### src/rtl/lamp_strobe_ctrl.sv
// Lamp strobe controller: ms-based integration FSM with a single strobe window,
// plus an optional free-running continuous strobe enabled by macro LAMP_STROBE_CONT_EN.
module lamp_strobe_ctrl #(
  parameter int CLK_PER_MS = 48000
) (
  input  logic        sys_clk,
  input  logic        sys_rst,
  input  logic        acq_start,
  input  logic [15:0] int_clock,
  input  logic [15:0] ss_high_delay,
  input  logic [15:0] ss_low_delay,
  input  logic [15:0] count_base,
  input  logic [15:0] strb_count,
  input  logic [15:0] lamp_enable,
  output logic        integ_active,
  output logic        integ_done,
  output logic        single_strobe,
  output logic        cont_strobe,
  output logic [15:0] ms_elapsed
);

  localparam int PW = (CLK_PER_MS > 2) ? $clog2(CLK_PER_MS) : 1;
  localparam logic [PW-1:0] PRE_MAX = PW'(CLK_PER_MS - 1);

  typedef enum logic [1:0] {
    IDLE  = 2'd0,
    INTEG = 2'd1,
    DONE  = 2'd2
  } state_t;

  state_t      state_q, state_d;
  logic [PW-1:0] pre_q, pre_d;
  logic [15:0] ms_q, ms_d;
  logic [15:0] len_q, len_d;
  logic [15:0] ss_high_q, ss_high_d;
  logic [15:0] ss_low_q, ss_low_d;
  logic        integ_active_q, integ_active_d;
  logic        integ_done_q, integ_done_d;
  logic        single_strobe_q, single_strobe_d;
  logic        ms_tick;

  assign ms_tick = (state_q == INTEG) && (pre_q == PRE_MAX);

  always_comb begin
    state_d   = state_q;
    pre_d     = pre_q;
    ms_d      = ms_q;
    len_d     = len_q;
    ss_high_d = ss_high_q;
    ss_low_d  = ss_low_q;
    case (state_q)
      IDLE: begin
        if (acq_start) begin
          state_d   = INTEG;
          pre_d     = '0;
          ms_d      = 16'd0;
          // A zero-length request still runs a 1 ms integration.
          len_d     = (int_clock == 16'd0) ? 16'd1 : int_clock;
          ss_high_d = ss_high_delay;
          ss_low_d  = ss_low_delay;
        end
      end
      INTEG: begin
        pre_d = ms_tick ? '0 : pre_q + PW'(1);
        if (ms_tick) begin
          ms_d = ms_q + 16'd1;
          if (ms_q == len_q - 16'd1) begin
            state_d = DONE;
          end
        end
      end
      DONE: begin
        state_d = IDLE;
      end
      default: begin
        state_d = IDLE;
      end
    endcase

    integ_active_d  = (state_d == INTEG);
    integ_done_d    = (state_d == DONE);
    // Window evaluated on the current state, so the strobe lags ms_elapsed by one cycle.
    single_strobe_d = (state_q == INTEG) && lamp_enable[0] &&
                      (ms_q >= ss_high_q) && (ms_q < ss_low_q);
  end

  always_ff @(posedge sys_clk) begin
    if (sys_rst) begin
      state_q         <= IDLE;
      pre_q           <= '0;
      ms_q            <= 16'd0;
      len_q           <= 16'd0;
      ss_high_q       <= 16'd0;
      ss_low_q        <= 16'd0;
      integ_active_q  <= 1'b0;
      integ_done_q    <= 1'b0;
      single_strobe_q <= 1'b0;
    end else begin
      state_q         <= state_d;
      pre_q           <= pre_d;
      ms_q            <= ms_d;
      len_q           <= len_d;
      ss_high_q       <= ss_high_d;
      ss_low_q        <= ss_low_d;
      integ_active_q  <= integ_active_d;
      integ_done_q    <= integ_done_d;
      single_strobe_q <= single_strobe_d;
    end
  end

  assign integ_active  = integ_active_q;
  assign integ_done    = integ_done_q;
  assign single_strobe = single_strobe_q;
  assign ms_elapsed    = ms_q;

`ifdef LAMP_STROBE_CONT_EN
  logic [15:0] base_q, base_d;
  logic [15:0] strb_q, strb_d;
  logic        cont_q, cont_d;
  logic [15:0] cb_eff;
  logic [15:0] sc_eff;
  logic        base_tick;
  logic        unused_lamp;

  assign unused_lamp = ^lamp_enable[15:2];
  assign cb_eff      = (count_base == 16'd0) ? 16'd1 : count_base;
  assign sc_eff      = (strb_count == 16'd0) ? 16'd1 : strb_count;

  // >= against the live limits lets a mid-count reduction wrap instead of overrunning.
  always_comb begin
    base_d    = base_q;
    strb_d    = strb_q;
    cont_d    = cont_q;
    base_tick = 1'b0;
    if (!lamp_enable[1]) begin
      base_d = 16'd0;
      strb_d = 16'd0;
      cont_d = 1'b0;
    end else begin
      base_tick = (base_q >= cb_eff - 16'd1);
      base_d    = base_tick ? 16'd0 : base_q + 16'd1;
      if (base_tick) begin
        if (strb_q >= sc_eff - 16'd1) begin
          strb_d = 16'd0;
          cont_d = ~cont_q;
        end else begin
          strb_d = strb_q + 16'd1;
        end
      end
    end
  end

  always_ff @(posedge sys_clk) begin
    if (sys_rst) begin
      base_q <= 16'd0;
      strb_q <= 16'd0;
      cont_q <= 1'b0;
    end else begin
      base_q <= base_d;
      strb_q <= strb_d;
      cont_q <= cont_d;
    end
  end

  assign cont_strobe = cont_q;
`else
  logic unused_cont;

  assign unused_cont = ^{count_base, strb_count, lamp_enable[15:1]};
  assign cont_strobe = 1'b0;
`endif

endmodule

### config.mk
export PLATFORM = sky130hd
export DESIGN_NAME = lamp_strobe_ctrl
export DESIGN_NICKNAME = d
export VERILOG_FILES = /design/src/rtl/lamp_strobe_ctrl.sv
export SDC_FILE = /design/constraint.sdc
export NUM_CORES = 1
export LEC_CHECK = 0
export BUFFER_PORTS_ARGS = -buffer_cell sky130_fd_sc_hd__buf_4
export CORE_ASPECT_RATIO = 0.7
export CORE_UTILIZATION = 55
export CTS_BUF_LIST = sky130_fd_sc_hd__clkbuf_8 sky130_fd_sc_hd__clkbuf_16
export CTS_CLUSTER_SIZE = 8
export DETAILED_ROUTE_END_ITERATION = 10
export PLACE_DENSITY = 0.85
export SYNTH_ARGS = -nofsm -noshare
export SYNTH_HDL_FRONTEND = slang
export SYNTH_SLANG_ARGS = --single-unit
### constraint.sdc
create_clock -name sys_clk -period 4.9 [get_ports sys_clk]
set_clock_uncertainty 0.1 [all_clocks]
set_input_delay 0.245 -clock sys_clk [delete_from_list [all_inputs] [get_ports sys_clk]]
set_output_delay 0.245 -clock sys_clk [all_outputs]
set_load 0.005 [all_outputs]
==> results.sh, run 1 <==
export IMPL_place_area_sq_mm=0.00527
export IMPL_fin_total_pwr_uw=1700
export IMPL_min_path_type="primary input to register"
export IMPL_grt_pass1_vias=4052
export IMPL_crit_family="simple AND/OR/NAND/NOR gates"
export IMPL_start_util_pct=58.5
export IMPL_criticalPathCategory="register to register"
export IMPL_track_usage_pct=26.5
export IMPL_synth_edf_count=0
export IMPL_cts_tree="yes"
export IMPL_synth_ff_type="dfxtp_1"
export IMPL_rsz0062_at_grt="false"
export IMPL_nets=784
export IMPL_async_reset_ff_share_pct=0
export IMPL_viasPerCell=5.76
export IMPL_cts_buffers=9
export IMPL_cts_sinks=85
export IMPL_yosys_area_top_type="dfxtp_1"
export IMPL_gr_total_overflow=0
export IMPL_synth_most_common_cell="nand2_1"
export IMPL_cts_setup_buffers=0
export IMPL_dr_first_iter_drc_count=290
export IMPL_crit_slowest_cell="nor3b_1"
export IMPL_slew_headroom_pct=37.2
export IMPL_dp_hpwl_um=8210
export IMPL_io_pins=119
export IMPL_finalCritPeriodShare_pct=57.1
export IMPL_port_buffers=70
export IMPL_nFillCells=650
export IMPL_core_rowCount=27
export IMPL_drive_above_1_share_pct=15.7
export IMPL_cts_repair_resized=0
export IMPL_drv_cap=0
export IMPL_synthTopCellsByCount="108 x nand2_1, 85 x dfxtp_1, 67 x a21oi_1"
export IMPL_syn_to_final_growth_pct=17.9
export IMPL_hold_buffers=0
export IMPL_outcome="complete, no violations"
export IMPL_hold_violations=0
export IMPL_syn_area_sq_mm=0.00474
export IMPL_synthesis_instances=599
export IMPL_crit_chain="inv_1 > ha_1 > nor3b_1 > a31oi_1 > or2_2 > a211oi_1 > o2111a_2 > and3b_2"
export IMPL_clk_latency_ns=0.34
export IMPL_fmax_ghz=0.358
export IMPL_ys_seq_elements=85
export IMPL_power_leakage_uw=0.00234
export IMPL_grt_start_max_net_pins=61
export IMPL_worstPathMaxFanout=7
export IMPL_die_h_um=79.7
export IMPL_final_setup_viol_count=0
export IMPL_grt_antenna_before_repair=0
export IMPL_irDropWorstVdd_mv=0.292
export IMPL_post_drt_wl_per_cell_um=15.0
export IMPL_root_buffer="clkbuf_16"
export IMPL_slew_violations=0
export IMPL_power_density_mw_per_mm2=303
export IMPL_postSynthAreaPerCell_sq_um=7.91
export IMPL_final_util_pct=68.9
export IMPL_critPathCaptureType="register"
export IMPL_ys_warn_count=0
export IMPL_core_sq_mm=0.00811
export IMPL_ant_nets=0
export IMPL_drt_pass1_iter_count=4
export IMPL_yosys_area_top_type_share_pct=35.9
export IMPL_crit_arrival_ns=2.99
export IMPL_htreeDepth=3
export IMPL_fin_crit_ns=2.80
export IMPL_routed_wl_um=11300
export IMPL_worst_pin_slew_ns=0.939
export IMPL_postLayoutCellArea_sq_mm=0.00559
export IMPL_path_buf_inv=1
export IMPL_n_antenna_cell=0
export IMPL_synthesis_nets=732
export IMPL_ys_types=60
export IMPL_die_w_um=113
export IMPL_cp_start_kind="register"
export IMPL_seq_area_frac_synth_pct=35.9
export IMPL_crit_path_max_incr_delay_ns=0.63
export IMPL_synthTopCellsByArea="dfxtp_1 36%, ha_1 9.0%, nand2_1 8.6%"
export IMPL_tns_ns=0
export IMPL_gp_congestion=0.873
export IMPL_clockBufferDepth=2
export IMPL_grt_pass1_wl_um=18900
export IMPL_cp_data_required_time_ns=5.09
export IMPL_vias=4356
export IMPL_clkTransAtPathRegs_ns=0.06
export IMPL_fp_dieArea_sq_mm=0.00900
export IMPL_drc=0
[final cells by class]
type / count / area, sq um / share of cell area (%)
clock inverter: 5 / 76.3 / 1.37
sequential: 85 / 1700 / 30.5
inverter: 36 / 135 / 2.42
tap: 101 / 126 / 2.26
clock buffer: 10 / 239 / 4.28
multi-input combinational: 447 / 2770 / 49.5
timing repair buffer: 72 / 541 / 9.68
[state kept, by name, summed over array words and instances, names as in the netlist]
name and flops:
len_q 16, integ_active 1, ms_elapsed 16, single_strobe 1
ss_high_q 16, pre_q 16, ss_low_q 16, integ_done 1
state_q 2
[per-layer routing]
metal	global-route usage, %	part of all wire, %	up-vias
li1	-	-	2158
met1	33.8	46	2026
met4	6.18	0.97	0
met3	7.14	5.5	14
met2	45.0	47	158
met5	0	0	-
[layout by cell type (no fill, tap or decap), types with 6 or more instances in the layout]
cell       count
nand2_1      108
dfxtp_1       85
buf_4         72
a21oi_1       67
nor2_1        50
inv_1         37
ha_1          34
xor2_1        23
xnor2_1       18
nand3_1       17
nand4_1       13
o21ai_0       13
nor3_1        10
and3_1         9
clkbuf_16      9
a21o_1         7
nand2b_1       6
nor4_1         6
a211oi_1       6
[logic make-up (layout without fill, tap and decap cells)]
| kind of cell | count (synthesis) | in the layout | share of synthesized area, % |
|---|---|---|---|
| xor gates and xnor gates | 42 | 42 | 8.05 |
| DFF | 85 | 85 | 35.9 |
| adders and majority gates | 34 | 34 | 8.98 |
| muxes | 1 | 1 | 0.211 |
| other | 1 | 1 | 0.0791 |
| buffers and inverters | 67 | 123 | 5.70 |
| and+or+nand+nor | 252 | 252 | 25.7 |
| AOI/OAI and AO/OA | 117 | 117 | 15.3 |
[through the flow]
stage | cells | hold WS [ns] | setup WS, ns
floorplan | 599 | 0.281 | 2.57
CTS | 756 | 0.0365 | 2.15
global placement | 741 | 0.343 | 2.29
finish | 756 | 0.0452 | 2.10
global route | 756 | 0.0434 | 1.93
detailed placement | 741 | 0.350 | 2.17
[where the power goes]
group,leakage [uW],internal [uW],switching (uW)
sequential,0.000693,717,26.8
combinational,0.00149,107,124
clock,0.000156,454,266
[path summary, 6_finish.rpt]
| path | from | end | slack [ns] | depth (start not counted) |
|---|---|---|---|---|
| min reg2reg | ss_high_q[4] | ss_high_q[4] | 0.35 | 2 |
| max | len_q[0] | integ_done | 2.10 | 8 |
| min | ss_high_delay[5] | ss_high_q[5] | 0.05 | 3 |
| max reg2reg | len_q[0] | integ_done | 2.10 | 8 |
[worst reg2reg max path, stage by stage, from the launching register on]
cell	delay [ns]
dfxtp_1	0.37
inv_1	0.08
ha_1	0.27
nor3b_1	0.63
a31oi_1	0.18
or2_2	0.34
a211oi_1	0.28
o2111a_2	0.31
and3b_2	0.19
Note: power is estimated with default switching activity, not from simulation.
==> inputs of run 2 (changes only) <==
Settings changed: CORE_UTILIZATION 55 to 49, PLACE_DENSITY 0.85 to 0.8.
Clock period 4.9 ns to 2.5 ns, I/O delays scaled along.
==> run 2 against run 1 <==
  * Final cell count is 12% higher
  * Total power up 110%
  * Combinational power grew 150%
  * Clock-buffer cell count unchanged
  * Die area increased by 12%
  * Sequential cell count unchanged
  * Worst hold slack lost 0.015 ns
  * Fmax grew 15%
  * Sequential power up 95%
  * Core utilization up 0.088 points
  * Non-clock buffer count up 68
  * Register-to-register slack worse by 2.0 ns
==> results.sh, run 2 (same netlist as run 1, synthesis figures left out) <==
export IMPL_track_usage_pct=26.6
export IMPL_final_setup_viol_count=0
export IMPL_core_sq_mm=0.00922
export IMPL_finalCritPeriodShare_pct=97.4
export IMPL_root_buffer="clkbuf_16"
export IMPL_core_rowCount=29
export IMPL_fmax_ghz=0.411
export IMPL_reg2reg_from="len_q[0]"
export IMPL_criticalPathCategory="register to register"
export IMPL_grt_pass1_wl_um=21400
export IMPL_worst_pin_slew_ns=0.685
export IMPL_crit_chain="buf_4 > or4_4 > or3_4 > o32ai_4 > nor4b_4 > o2111a_2 > a211oi_1"
export IMPL_r2r_setup_slack_ns=0.07
export IMPL_vias=4698
export IMPL_layout_common_cells="108 x nand2_1, 93 x buf_4, 85 x dfxtp_1"
export IMPL_viasPerCell=5.54
export IMPL_routed_wl_um=13200
export IMPL_slew_headroom_pct=54.3
export IMPL_power_leakage_uw=0.00269
export IMPL_dp_hpwl_um=9020
export IMPL_crit_end="integ_active"
export IMPL_die_h_um=84.3
export IMPL_fp_dieArea_sq_mm=0.0101
export IMPL_place_area_sq_mm=0.00547
export IMPL_power_density_mw_per_mm2=559
export IMPL_irDropWorstVdd_mv=0.586
export IMPL_drc=0
export IMPL_post_drt_wl_per_cell_um=15.6
export IMPL_start_util_pct=51.4
export IMPL_clockBufferDepth=2
export IMPL_grt_pass1_vias=4552
export IMPL_syn_to_final_growth_pct=34.2
export IMPL_layout_setup_ws_ns=0.0661
export IMPL_outcome="complete, no violations"
export IMPL_drive_above_1_share_pct=18.1
export IMPL_clk_latency_ns=0.35
export IMPL_fin_crit_ns=2.43
export IMPL_cts_tree="yes"
export IMPL_slew_violations=0
export IMPL_min_path_type="primary input to register"
export IMPL_critPathCaptureType="register"
export IMPL_crit_start="len_q[0]"
export IMPL_nFillCells=728
export IMPL_port_buffers=70
export IMPL_crit_path_max_incr_delay_ns=0.55
export IMPL_io_pins=119
export IMPL_r2r_cells=7
export IMPL_worstPathMaxFanout=5
export IMPL_gp_congestion=0.894
export IMPL_hold_violations=0
export IMPL_die_w_um=120
export IMPL_cts_buffers=9
export IMPL_nets=852
export IMPL_drt_pass1_iter_count=5
export IMPL_grt_antenna_before_repair=0
export IMPL_grt_start_max_net_pins=61
export IMPL_crit_arrival_ns=2.59
export IMPL_ant_nets=0
export IMPL_dpl_worst_slack_ns=-0.0119
export IMPL_clkTransAtPathRegs_ns=0.06
export IMPL_postLayoutCellArea_sq_mm=0.00636
export IMPL_mostFrequentLayoutCell="nand2_1"
export IMPL_drv_cap=0
export IMPL_dr_first_iter_drc_count=273
export IMPL_cp_data_required_time_ns=2.65
export IMPL_n_antenna_cell=0
export IMPL_crit_slowest_cell="or4_4"
export IMPL_cp_start_kind="register"
export IMPL_cts_sinks=85
export IMPL_htreeDepth=3
export IMPL_gr_total_overflow=0
export IMPL_crit_reg2reg_capture="integ_active"
## run 2: worst max-delay path: cells and delay by family, from the launching register on
family / cells / cell delay [ns]
simple gates: 3 / 1.03
flops: 1 / 0.31
compound gates: 3 / 0.76
buf+inv: 1 / 0.15
## run 2: layer usage
| layer | part of all wire, % | global-route usage [%] | routed length, um | vias to the layer above |
|---|---|---|---|---|
| met4 | 1.2 | 5.91 | 161 | 0 |
| met2 | 48 | 46.0 | 6350 | 164 |
| li1 | - | - | - | 2292 |
| met5 | 0 | 0 | 0 | - |
| met3 | 7.4 | 7.07 | 972 | 18 |
| met1 | 43 | 33.2 | 5710 | 2224 |
## run 2: where the power goes
| part | total [uW] | internal (uW) | switching, uW |
|---|---|---|---|
| Clock | 1530 | 994 | 538 |
| Sequential | 1450 | 1410 | 48.1 |
| Combinational | 571 | 289 | 282 |
## run 2: what timing repair did
action	CTS	global route
hold buffers	46	0
pin swaps	1	2
buffers inserted	0	1
endpoints found under the setup margin	4	12
endpoints found under the hold margin	46	0
gates resized for setup	1	10
## run 2: how the worst min path moves through the flow
| stage | startpoint | to | cells past startpoint |
|---|---|---|---|
| 6_report | int_clock[1] | len_q[1] | 3 |
| 5_1_grt | int_clock[1] | len_q[1] | 3 |
| 4_1_cts | int_clock[1] | len_q[1] | 3 |
| 3_5_place_dp | ss_high_delay[10] | ss_high_q[10] | 3 |
| 3_3_place_gp | ss_low_delay[2] | ss_low_q[2] | 3 |
| 2_1_floorplan | int_clock[4] | len_q[4] | 2 |
## run 2: layout make-up
type / instances / area, sq um / share of cell area [%]
tap: 124 / 155 / 2.44
sequential: 85 / 1700 / 26.8
clock buffer: 10 / 239 / 3.76
timing repair buffer: 140 / 1180 / 18.5
inverter: 36 / 135 / 2.13
clock inverter: 6 / 103 / 1.61
multi-input combinational: 447 / 2850 / 44.8
## run 2: metrics by stage
stage	total power, uW	cells	utilization (%)	hold slack [ns]	TNS (ns)
after detailed placement	1960	785	59.4	0.282	-0.0185
after global routing	3690	848	69.0	0.0265	-0.0605
final	3560	848	69.0	0.0305	0
after floorplan	1780	599	-	0.161	0
after global placement	1930	785	59.4	0.272	0
after CTS	3540	847	68.1	0.0102	0
